**config.mk**
```make
export PLATFORM = sky130hd
export DESIGN_NAME = pipeline_hazard_ctrl
export DESIGN_NICKNAME = d
export VERILOG_FILES = /design/src/rtl/mips_pkg.sv /design/src/rtl/hazard_detect.sv /design/src/rtl/pipeline_hazard_ctrl.sv
export SDC_FILE = /design/constraint.sdc
export NUM_CORES = 1
export LEC_CHECK = 0
export CAP_MARGIN = 20
export CORE_MARGIN = 2
export CORE_UTILIZATION = 33
export CTS_BUF_LIST = sky130_fd_sc_hd__clkbuf_8 sky130_fd_sc_hd__clkbuf_16
export CTS_CLUSTER_SIZE = 16
export DETAILED_ROUTE_END_ITERATION = 6
export SYNTH_ARGS = -nofsm -noshare
export SYNTH_HDL_FRONTEND = slang
export SYNTH_HIERARCHICAL = 1
export SYNTH_SLANG_ARGS = --single-unit
```
**constraint.sdc**
```tcl
create_clock -name clk -period 2.9 [get_ports clk]
set_clock_uncertainty 0.1 [all_clocks]
set_input_delay 0.725 -clock clk [delete_from_list [all_inputs] [get_ports clk]]
set_output_delay 0.725 -clock clk [all_outputs]
set_load 0.02 [all_outputs]
```
**src/rtl/mips_pkg.sv**
```systemverilog
// Shared types and constants for the MIPS pipeline hazard controller.
// A control word packs the eight pipeline-register control lines in one fixed order.
package mips_pkg;

    localparam int REG_ADDR_W = 5;

    typedef enum logic [1:0] {
        ST_RUN      = 2'd0,
        ST_MEM_WAIT = 2'd1,
        ST_FLUSH    = 2'd2
    } state_t;

    typedef struct packed {
        logic pc_en;
        logic pc_sel;
        logic ifid_en;
        logic ifid_flush;
        logic idex_en;
        logic idex_flush;
        logic exmem_en;
        logic memwb_bubble;
    } ctl_t;

    localparam ctl_t CTL_RUN      = 8'b1010_1010;
    localparam ctl_t CTL_RESET    = 8'b0001_0101;
    localparam ctl_t CTL_MEM_WAIT = 8'b0000_0001;
    localparam ctl_t CTL_REDIRECT = 8'b1111_1110;
    localparam ctl_t CTL_FLUSH    = 8'b1011_1110;
    localparam ctl_t CTL_LOAD_USE = 8'b0000_1110;

endpackage

```
**src/rtl/hazard_detect.sv**
```systemverilog
// Load-use detector: the load in EX writes a register that the ID instruction reads.
// Register 0 is hardwired to zero, so a load into it never creates a dependency.
import mips_pkg::*;

module hazard_detect (
    input  logic [REG_ADDR_W-1:0] id_rs_i,
    input  logic [REG_ADDR_W-1:0] id_rt_i,
    input  logic                  id_uses_rt_i,
    input  logic                  ex_mem_read_i,
    input  logic [REG_ADDR_W-1:0] ex_rt_i,
    output logic                  load_use_o
);

    assign load_use_o = ex_mem_read_i && (ex_rt_i != '0) &&
                        ((ex_rt_i == id_rs_i) || (id_uses_rt_i && (ex_rt_i == id_rt_i)));

endmodule

```
**src/rtl/pipeline_hazard_ctrl.sv**
```systemverilog
// Stall/flush sequencer for the 5-stage MIPS pipeline: load-use bubble, redirect flush,
// data-memory wait with timeout flag, and a saturating stall-cycle counter.
//
//   state       | meaning
//   ------------+---------------------------------------------------------
//   ST_RUN      | normal issue; resolves mem wait > redirect > load-use
//   ST_MEM_WAIT | pipeline frozen until data memory reports ready
//   ST_FLUSH    | extra IF/ID + ID/EX flush cycles after a redirect
import mips_pkg::*;

module pipeline_hazard_ctrl #(
    parameter int FLUSH_CYCLES = 1,
    parameter int MEM_TIMEOUT  = 64,
    parameter int STALL_CNT_W  = 16
) (
    input  logic                   clk,
    input  logic                   reset,
    input  logic [REG_ADDR_W-1:0]  id_rs_i,
    input  logic [REG_ADDR_W-1:0]  id_rt_i,
    input  logic                   id_uses_rt_i,
    input  logic                   ex_mem_read_i,
    input  logic [REG_ADDR_W-1:0]  ex_rt_i,
    input  logic                   ex_redirect_i,
    input  logic                   mem_access_i,
    input  logic                   mem_ready_i,
    output logic                   pc_en_o,
    output logic                   pc_sel_o,
    output logic                   ifid_en_o,
    output logic                   ifid_flush_o,
    output logic                   idex_en_o,
    output logic                   idex_flush_o,
    output logic                   exmem_en_o,
    output logic                   memwb_bubble_o,
    output logic [1:0]             state_o,
    output logic [STALL_CNT_W-1:0] stall_cnt_o,
    output logic                   mem_err_o
);

    localparam int FCW = $clog2(FLUSH_CYCLES + 1);
    localparam int WCW = $clog2(MEM_TIMEOUT + 1);

    state_t         state;
    state_t         state_nxt;
    logic [FCW-1:0] flush_cnt;
    logic [FCW-1:0] flush_cnt_nxt;
    logic [WCW-1:0] wait_cnt;
    logic [WCW-1:0] wait_cnt_nxt;
    logic           err_nxt;
    logic           load_use;
    logic           mem_stall;
    logic           stall_event;
    ctl_t           ctl;

    hazard_detect u_hazard_detect (
        .id_rs_i       (id_rs_i),
        .id_rt_i       (id_rt_i),
        .id_uses_rt_i  (id_uses_rt_i),
        .ex_mem_read_i (ex_mem_read_i),
        .ex_rt_i       (ex_rt_i),
        .load_use_o    (load_use)
    );

    assign mem_stall = mem_access_i && !mem_ready_i;

    always_comb begin
        state_nxt     = state;
        flush_cnt_nxt = flush_cnt;
        wait_cnt_nxt  = wait_cnt;
        err_nxt       = mem_err_o;
        ctl           = CTL_RUN;
        case (state)
            ST_RUN: begin
                if (mem_stall) begin
                    ctl          = CTL_MEM_WAIT;
                    state_nxt    = ST_MEM_WAIT;
                    wait_cnt_nxt = WCW'(1);
                end else if (ex_redirect_i) begin
                    ctl = CTL_REDIRECT;
                    if (FLUSH_CYCLES > 1) begin
                        state_nxt     = ST_FLUSH;
                        flush_cnt_nxt = FCW'(FLUSH_CYCLES - 1);
                    end
                end else if (load_use) begin
                    ctl = CTL_LOAD_USE;
                end
            end
            ST_MEM_WAIT: begin
                if (mem_ready_i) begin
                    state_nxt = ST_RUN;
                end else begin
                    ctl = CTL_MEM_WAIT;
                    // counter parks at MEM_TIMEOUT; the flag is what matters after that
                    if (wait_cnt < WCW'(MEM_TIMEOUT))
                        wait_cnt_nxt = wait_cnt + 1'b1;
                    if (wait_cnt >= WCW'(MEM_TIMEOUT - 1))
                        err_nxt = 1'b1;
                end
            end
            ST_FLUSH: begin
                if (mem_stall) begin
                    ctl          = CTL_MEM_WAIT;
                    state_nxt    = ST_MEM_WAIT;
                    wait_cnt_nxt = WCW'(1);
                end else begin
                    ctl = CTL_FLUSH;
                    if (flush_cnt <= FCW'(1))
                        state_nxt = ST_RUN;
                    else
                        flush_cnt_nxt = flush_cnt - 1'b1;
                end
            end
            default: state_nxt = ST_RUN;
        endcase
        if (reset)
            ctl = CTL_RESET;
    end

    assign stall_event = !ctl.pc_en || ctl.ifid_flush || ctl.idex_flush || ctl.memwb_bubble;

    always_ff @(posedge clk or posedge reset) begin
        if (reset) begin
            state       <= ST_RUN;
            flush_cnt   <= '0;
            wait_cnt    <= '0;
            mem_err_o   <= 1'b0;
            stall_cnt_o <= '0;
        end else begin
            state     <= state_nxt;
            flush_cnt <= flush_cnt_nxt;
            wait_cnt  <= wait_cnt_nxt;
            mem_err_o <= err_nxt;
            if (stall_event && (stall_cnt_o != '1))
                stall_cnt_o <= stall_cnt_o + 1'b1;
        end
    end

    assign pc_en_o        = ctl.pc_en;
    assign pc_sel_o       = ctl.pc_sel;
    assign ifid_en_o      = ctl.ifid_en;
    assign ifid_flush_o   = ctl.ifid_flush;
    assign idex_en_o      = ctl.idex_en;
    assign idex_flush_o   = ctl.idex_flush;
    assign exmem_en_o     = ctl.exmem_en;
    assign memwb_bubble_o = ctl.memwb_bubble;
    assign state_o        = state;

endmodule

```
After elaboration in Yosys (flattened, before gate mapping)
Index checks and enable logic that the tools add are counted.
{"block": "word_totals", "reg_bits": 27, "input_bits": 22, "output_inout_bits": 27, "word_cells": 60}
{"block": "classes", "addsub": 3, "order_cmp": 3, "eq_ne": 11, "n_mux": 16, "bitwise_logic": 3, "reduce_logical": 19}
{"operator": "$mux W8", "count": 6}
{"operator": "$pmux W8 S3", "count": 1}
{"operator": "$mux W7", "count": 3}
{"operator": "$add A16 B1 Y16 const B", "count": 1}
{"operator": "$ne A16 B16 Y1 const B", "count": 1}
{"operator": "$pmux W7 S2", "count": 1}
{"operator": "$eq A5 B5 Y1", "count": 2}
{"operator": "$reduce_and A3 Y1", "count": 3}
{"operator": "$mux W2", "count": 4}
{"operator": "$ne A2 B2 Y1 const B", "count": 4}
{"operator": "$add A7 B1 Y7 const B", "count": 1}
{"operator": "$ge A7 B6 Y1 const B", "count": 1}
{"operator": "$lt A7 B7 Y1 const B", "count": 1}
{"operator": "$pmux W2 S3", "count": 1}
{"operator": "$logic_and A1 B1 Y1", "count": 5}
{"operator": "$reduce_bool A5 Y1", "count": 1}
{"operator": "$logic_or A1 B1 Y1", "count": 4}
{"operator": "$reduce_and A4 Y1", "count": 1}
{"operator": "$ne A3 B3 Y1 const B", "count": 1}
{"operator": "$not A1 Y1", "count": 3}
{"operator": "$eq A2 B1 Y1 const B", "count": 1}
{"operator": "$eq A2 B2 Y1 const B", "count": 1}
{"operator": "$logic_not A1 Y1", "count": 2}
{"operator": "$logic_not A2 Y1", "count": 1}
{"operator": "other kinds (5)", "count": 5}

Logic depth before layout (Yosys ltp)
Gate-level depths: netlist (run 1).
{"block": "depth", "word_depth": 14, "depth_mapped": 9, "ltp_nobuf": 8}

By module
Netlist (run 1), hierarchy kept.
{"mod": "pipeline_hazard_ctrl", "instances": 1, "cells_each": 134, "area_each_um2": 1420.1, "seq_area_each_um2": 625.6}
{"mod": "hazard_detect", "instances": 1, "cells_each": 17, "area_each_um2": 132.6, "seq_area_each_um2": 0.0}

Least setup slack after synthesis (run 1)
Ideal clock, no wire load.
{"block": "synth_timing", "path_type": "in2out", "start": "input reset", "end": "output pc_en_o", "arrival_ps": 2383, "setup_slack_ps": -308, "stages": 4, "n_path_buf": 1, "path_cell_list": "inv_1 > nand2_1 > nor2_1 > buf_4"}
{"block": "synth_via", "elab_chain_cells": 1}
{"element": "from (decl)", "line": "pipeline_hazard_ctrl.sv:17", "source": "input logic reset,"}
{"element": "$mux W8", "line": "pipeline_hazard_ctrl.sv:114", "source": "if (reset)"}
{"element": "to (decl)", "line": "pipeline_hazard_ctrl.sv:26", "source": "output logic pc_en_o,"}
No other way between the ends.

Final worst setup path (run 1)
{"block": "layout_timing", "start": "input id_rt_i[1]", "end": "output ifid_en_o"}
{"block": "layout_via", "elab_chain_cells": 9}
{"element": "from (decl)", "line": "pipeline_hazard_ctrl.sv:19", "source": "input logic [REG_ADDR_W-1:0] id_rt_i,"}
{"element": "$eq A5 B5 Y1", "line": "hazard_detect.sv:15", "source": "((ex_rt_i == id_rs_i) || (id_uses_rt_i && (ex_rt_i == id_rt_i)));"}
{"element": "$logic_and A1 B1 Y1", "line": "hazard_detect.sv:15"}
{"element": "$logic_or A1 B1 Y1", "line": "hazard_detect.sv:15"}
{"element": "$logic_and A1 B1 Y1", "line": "hazard_detect.sv:14", "source": "assign load_use_o = ex_mem_read_i && (ex_rt_i != '0) &&"}
{"element": "net load_use", "line": "pipeline_hazard_ctrl.sv:49", "source": "logic load_use;"}
{"element": "$mux W8", "line": "pipeline_hazard_ctrl.sv:83", "source": "end else if (load_use) begin"}
{"element": "$mux W8", "line": "pipeline_hazard_ctrl.sv:77", "source": "end else if (ex_redirect_i) begin"}
{"element": "$mux W8", "line": "pipeline_hazard_ctrl.sv:73", "source": "if (mem_stall) begin"}
{"element": "$pmux W8 S3", "line": "pipeline_hazard_ctrl.sv:71", "source": "case (state)"}
{"element": "$mux W8", "line": "pipeline_hazard_ctrl.sv:114"}
{"element": "to (decl)", "line": "pipeline_hazard_ctrl.sv:28", "source": "output logic ifid_en_o,"}
The timed path passes the listed nets, and every way through them passes these cells.

==> results.py, run 1 <==
metrics = {
    "outcome": {
        "status": "completed",
    },
    "yosys": {
        "ys_ff_latch": 25,
        "synth_top_family_by_area": "simple AND/OR/NAND/NOR gates",
        "ys_warn_count": 6,
        "async_flop_share": 1.00,
        "synth_edf_count": 0,
        "synth.top_cell.area_share": 0.403,
        "muxShareOfSynthArea": 0.0459,
        "avgSynthCellArea_sq_um": 10.3,
        "synth_nets": 175,
        "ys_types": 41,
        "synthesis.area_sq_um": 1550,
        "ys.flop_type": "dfrtp_1",
        "synth_seq_area_share": 0.403,
        "synth_compound_area_frac": 0.114,
        "synth-simple-area-share": 0.242,
        "synth_top_area_cell": "dfrtp_1",
        "synthCells": 151,
        "synthTopCellsByArea": "dfrtp_1 40%, xor2_1 9.0%, xnor2_1 4.5%",
        "synth-xor-area-share": 0.135,
        "yosys.area_share.adder": 0.0161,
    },
    "clocking": {
        "clkSinkCount": 25,
        "cts.clk_slew.worst_paths_ns": 0.08,
        "cts_buffers": 3,
        "cts_buffer_depth": 2,
        "cts_tree": "yes",
        "htree_num_levels": 1,
        "clock_latency_ns": 0.27,
        "cts-root-buf": "clkbuf_8",
    },
    "placement": {
        "dpl_cell_area_sq_um": 2160,
        "portBuffers": 47,
        "gp_congestion": 0.885,
        "hpwl_mm": 2.90,
        "post-place-ws_ns": -0.794,
    },
    "drt": {
        "dr_total_vias": 1341,
        "drc_errors": 0,
        "drtIter0Drc": 48,
        "ant_nets": 0,
        "wire_per_inst_um": 14.0,
        "vias_per_cell": 5.00,
        "firstDrtPassIters": 4,
        "drt-total-wl_mm": 3.76,
    },
    "critical_path": {
        "critical_path.cell_chain": "clkdlybuf4s50_1, xnor2_1, nand3_1, a21oi_2, nor3b_4, nor2_2, buf_6",
        "start_kind": "input port",
        "cp_data_arrival_time_ns": 2.07,
        "path_class": "input port to output pin",
        "cp.required_ns": 2.08,
        "critical_path.max_fanout": 3,
        "cp_slowest_cell": "clkdlybuf4s50_1",
        "crit_path_max_incr_delay_ns": 0.48,
        "r2r_setup_slack_ns": 0.87,
        "crit_path_end_kind": "output pin",
    },
    "power": {
        "ir_worst_vdd_mv": 0.273,
        "p_per_area_nw_per_um2": 562,
        "leakage_nw": 0.957,
        "total_power_mw": 1.28,
    },
    "finish": {
        "finalNetCount": 241,
        "mostFrequentLayoutCell": "clkdlybuf4s50_1",
        "diodes": 0,
        "synthToLayoutAreaGrowth_pct": 46.2,
        "final_util": 0.511,
        "drive_gt1_frac": 0.296,
        "stdcell_area_sq_um": 2270,
        "fillCellCount": 432,
        "final_cell_mix": "27 x clkdlybuf4s50_1, 25 x dfrtp_1, 18 x buf_4",
    },
    "timing": {
        "rsz0062_at_grt": "true",
        "max_slew.worst_pin.slew_ns": 0.615,
        "finalHoldViolCount": 0,
        "max_clock_freq_ghz": 0.345,
        "slew_violations": 0,
        "relSlewSlack": 0.589,
        "whs_ns": 0.387,
        "worst_slack_ns": 0.00448,
        "layout_min_cycle_time_ns": 2.90,
        "report.final.setup_viol": 0,
        "fin_crit_sh": 0.998,
    },
    "die": {
        "core-area_sq_um": 4440,
        "dieWidth_um": 72.6,
        "fp-row-count": 24,
        "io_pins": 49,
        "die_y_um": 72.6,
        "initial_core_util": 0.349,
        "dieArea_sq_um": 5270,
    },
    "global_route": {
        "grt_pass1_vias": 1406,
        "grt_usage": 0.150,
        "grt_overflow": 0,
        "grt_pass1_wl_mm": 6.44,
        "grt_max_degree": 17,
        "antenna_found_initial": 0,
    },
    "run": {
        "max-cap-violations": 0,
    },
    "hold_path": {
        "worstHoldPathType": "flip-flop to flip-flop",
    },
}
-- where the power goes --
group | leakage [nW] | internal [mW] | switching (mW) | total [mW]
logic | 0.611 | 0.273 | 0.262 | 0.535
clock network | 0.0269 | 0.0946 | 0.107 | 0.201
registers | 0.319 | 0.429 | 0.111 | 0.540
-- metrics by stage --
step,TNS (ns),std cells
global placement,-6.53,260
CTS,0,266
floorplan,0,151
global route,-0.178,268
detailed placement,-8.42,260
finish,0,268
-- worst paths after layout --
kind,startpoint,to,cells past startpoint
worst max-delay path,id_rt_i[1],ifid_en_o,7
worst min-delay path,mem_err_o,mem_err_o,1
worst max register to register,stall_cnt_o[0],stall_cnt_o[14],5
worst min register to register,mem_err_o,mem_err_o,1
max in group asynchronous,reset,state_o[0],3
min in group asynchronous,reset,stall_cnt_o[3],3
-- Yosys cell counts (3+ instances only) --
master and count:
inv_1 5, buf_4 3, nor3b_1 3, dfrtp_1 25, mux2_2 5, nand4_1 5
nand3_1 9, nand2_1 12, nor4_1 3, nor3_1 6, o21ai_0 3, a21oi_1 5
nor2_1 10, xnor2_1 8, xor2_1 16
-- critical path, delay by kind of cell --
family / cells / cell delay, ns
simple gates: 3 / 0.41
buf+inv: 2 / 0.61
compound gates: 1 / 0.20
xor+xnor: 1 / 0.12
-- final cells by class --
| class | count | area (sq um) | share of cell area |
|---|---|---|---|
| timing repair buffer | 66 | 577 | 0.254 |
| multi-input combinational | 116 | 935 | 0.412 |
| sequential | 25 | 626 | 0.276 |
| inverter | 5 | 22.5 | 0.00992 |
| clock buffer | 3 | 41.3 | 0.0182 |
| tap | 52 | 65.1 | 0.0287 |
| clock inverter | 1 | 3.75 | 0.00165 |
-- flip-flops by register name, summed over array words and instances, names as in the netlist --
name	cells
stall_cnt_o	16
wait_cnt	7
state_o	1
mem_err_o	1
-- logic make-up after synthesis --
group / Yosys count
flip-flops: 25
AND/OR/NAND/NOR: 63
buffers and inverters: 10
adder cells (fa/ha/maj): 2
other: 1
XOR/XNOR: 24
AO/OA/AOI/OAI: 20
multiplexers: 6
-- per-layer routing --
metal / up-vias / GRT usage / wire length [um]
met2: 22 / 0.268 / 1990
met1: 652 / 0.185 / 1610
met4: 0 / 0.0309 / 58
li1: 661 / - / -
met3: 6 / 0.0359 / 102
met5: - / 0 / 0
-- timing repair --
| item | 4_1_cts | 5_1_grt |
|---|---|---|
| hold buffers | 0 | 0 |
| hold endpoints to repair | 0 | 0 |
| setup buffers | 2 | 2 |
| setup endpoints to repair | 22 | 14 |
| pin swaps | 9 | 9 |
| resized for setup | 54 | 19 |
Note: power is estimated with default switching activity, not from simulation.
==> run 2: changes to the inputs <==
Settings changed: MAX_ROUTING_LAYER set to met4, SYNTH_HIERARCHICAL 1 to not set, TNS_END_PERCENT set to 30.
==> results.py, run 2 <==
metrics = {
    "outcome": {
        "status": "finished with violations",
        "violations": "negative setup slack",
    },
    "die": {
        "dieArea_sq_um": 4820,
        "io_pins": 49,
        "initial_core_util": 0.348,
        "core-area_sq_um": 4060,
        "die_y_um": 69.5,
        "dieWidth_um": 69.5,
        "fp-row-count": 23,
    },
    "clocking": {
        "cts_buffer_depth": 2,
        "clock_latency_ns": 0.27,
        "htree_num_levels": 1,
        "cts_tree": "yes",
        "clkSinkCount": 25,
        "cts_buffers": 3,
        "cts-root-buf": "clkbuf_8",
        "cts.clk_slew.worst_paths_ns": 0.09,
    },
    "critical_path": {
        "cp_data_arrival_time_ns": 2.09,
        "crit_path_end_kind": "output pin",
        "critical_path.max_fanout": 2,
        "crit_path_max_incr_delay_ns": 0.48,
        "cp.required_ns": 2.08,
        "path_class": "input port to output pin",
        "critical_path.cell_chain": "clkdlybuf4s50_1, o21ba_2, or2_2, inv_1, o41a_1, buf_4",
        "start_kind": "input port",
        "cp_slowest_cell": "clkdlybuf4s50_1",
    },
    "placement": {
        "portBuffers": 47,
        "hpwl_mm": 2.66,
        "gp_congestion": 0.860,
        "dpl_cell_area_sq_um": 2050,
    },
    "yosys": {
        "ys.flop_type": "dfrtp_1",
        "synth.top_cell.area_share": 0.442,
        "ys_ff_latch": 25,
        "yosys.area_share.adder": 0.0177,
        "synth_top_area_cell": "dfrtp_1",
        "synthCells": 140,
        "ys_warn_count": 0,
        "synth-xor-area-share": 0.167,
        "synth_top_family_by_area": "simple AND/OR/NAND/NOR gates",
        "synthTopCellsByArea": "dfrtp_1 44%, xnor2_1 14%, nand4_1 4.0%",
        "ys_top_cells_by_count": "25 x dfrtp_1, 23 x xnor2_1, 11 x nand2_1, 11 x nand3_1",
        "avgSynthCellArea_sq_um": 10.1,
        "async_flop_share": 1.00,
        "synthesis.area_sq_um": 1410,
        "synth-simple-area-share": 0.216,
        "ys_types": 36,
        "synth_seq_area_share": 0.442,
        "synth_edf_count": 0,
        "synth_nets": 164,
        "synth_compound_area_frac": 0.0929,
        "synth.most_common_cell": "dfrtp_1",
        "muxShareOfSynthArea": 0.0239,
    },
    "drt": {
        "route.met3.wl_um": 144,
        "dr_total_vias": 1238,
        "ant_nets": 0,
        "vias_per_cell": 4.84,
        "drtIter0Drc": 51,
        "top_layer_used": "met4",
        "drt-total-wl_mm": 3.43,
        "firstDrtPassIters": 4,
        "wl_met1_mm": 1.67,
        "route.met2.wl_mm": 1.59,
        "wire_per_inst_um": 13.4,
        "drc_errors": 0,
    },
    "timing": {
        "slew_violations": 0,
        "setup_tns_ns": -0.0167,
        "layout_min_cycle_time_ns": 2.92,
        "rsz0062_at_grt": "true",
        "finalHoldViolCount": 0,
        "max_clock_freq_ghz": 0.343,
        "fin_crit_sh": 1.01,
        "worst_slack_ns": -0.0167,
        "report.final.setup_viol": 1,
    },
    "finish": {
        "final_cell_mix": "25 x dfrtp_1, 24 x clkdlybuf4s50_1, 23 x xnor2_1",
        "synthToLayoutAreaGrowth_pct": 46.6,
        "diodes": 0,
        "top_register": "stall_cnt_o",
        "stdcell_area_sq_um": 2070,
        "finalNetCount": 231,
        "drive_gt1_frac": 0.218,
        "largest_reg_flops": 16,
        "top_regs": "stall_cnt_o: 16 flops, wait_cnt: 7 flops",
        "mostFrequentLayoutCell": "dfrtp_1",
    },
    "power": {
        "leakage_nw": 0.908,
        "ir_worst_vdd_mv": 0.489,
        "p_per_area_nw_per_um2": 555,
        "total_power_mw": 1.15,
    },
    "global_route": {
        "grt_pass1_wl_mm": 5.75,
        "antenna_found_initial": 0,
        "grt_max_degree": 26,
        "grt_overflow": 0,
        "grt_pass1_vias": 1323,
        "grt_usage": 0.147,
    },
    "run": {
        "max-cap-violations": 0,
    },
    "hold_path": {
        "worstHoldPathType": "flip-flop to flip-flop",
    },
}
-- run 2: worst max-delay path: cells and delay by family --
family,cells,cell delay [ns]
compound gates,2,0.37
buf+inv,3,0.73
simple gates,1,0.28
-- run 2: through the flow --
step / worst slack [ns] / hold slack (ns) / util / instances
after global routing: -0.0817 / 0.409 / 0.511 / 256
final: -0.0167 / 0.380 / 0.511 / 256
after global placement: -0.653 / 0.354 / 0.506 / 250
after detailed placement: -0.692 / 0.361 / 0.506 / 250
after floorplan: 0.107 / 0.387 / - / 140
after CTS: -0.0858 / 0.382 / 0.515 / 256
-- run 2: final cells by class --
| cell class | count | area [sq um] |
|---|---|---|
| Inverter | 5 | 18.8 |
| Fill cell | 379 | 1980 |
| Sequential cell | 25 | 626 |
| Tap cell | 50 | 62.6 |
| Clock inverter | 1 | 5.00 |
| Timing Repair Buffer | 66 | 571 |
| Multi-Input combinational cell | 106 | 749 |
| Clock buffer | 3 | 41.3 |
-- run 2: cell families (layout without fill, tap and decap cells) --
| group | Yosys count | count (layout) |
|---|---|---|
| multiplexers | 3 | 3 |
| XOR/XNOR | 27 | 27 |
| adder cells (fa/ha/maj) | 2 | 2 |
| AND/OR/NAND/NOR | 56 | 56 |
| other | 1 | 1 |
| buffers and inverters | 9 | 75 |
| flip-flops | 25 | 25 |
| AO/OA/AOI/OAI | 17 | 17 |
-- run 2: repair_timing --
| action | in CTS | in global routing |
|---|---|---|
| setup endpoints to repair | 8 | 7 |
| pin swaps | 15 | 3 |
| hold endpoints to repair | 0 | 0 |
| hold buffers | 0 | 0 |
| gates resized for setup | 37 | 16 |
| buffers inserted | 2 | 0 |
-- run 2: final timing paths --
check / startpoint / cells past startpoint / endpoint / slack (ns)
hold / removal: mem_err_o / 1 / mem_err_o / 0.38
min in group asynchronous: reset / 4 / state_o[0] / 0.88
setup / recovery: mem_ready_i / 6 / pc_en_o / -0.02
setup reg to reg: stall_cnt_o[0] / 6 / stall_cnt_o[1] / 0.77
hold reg to reg: mem_err_o / 1 / mem_err_o / 0.38
max in group asynchronous: reset / 4 / stall_cnt_o[4] / 1.58
-- run 2: power breakdown --
part | internal [mW] | leakage, nW | switching (mW)
clock network | 0.0961 | 0.0255 | 0.112
registers | 0.416 | 0.327 | 0.0898
logic | 0.231 | 0.556 | 0.205
-- run 2: per-layer routing --
metal | global-route usage | up-vias
met1 | 0.186 | 582
li1 | - | 624
met5 | - | -
met4 | 0.0523 | 0
met3 | 0.0262 | 2
met2 | 0.237 | 30
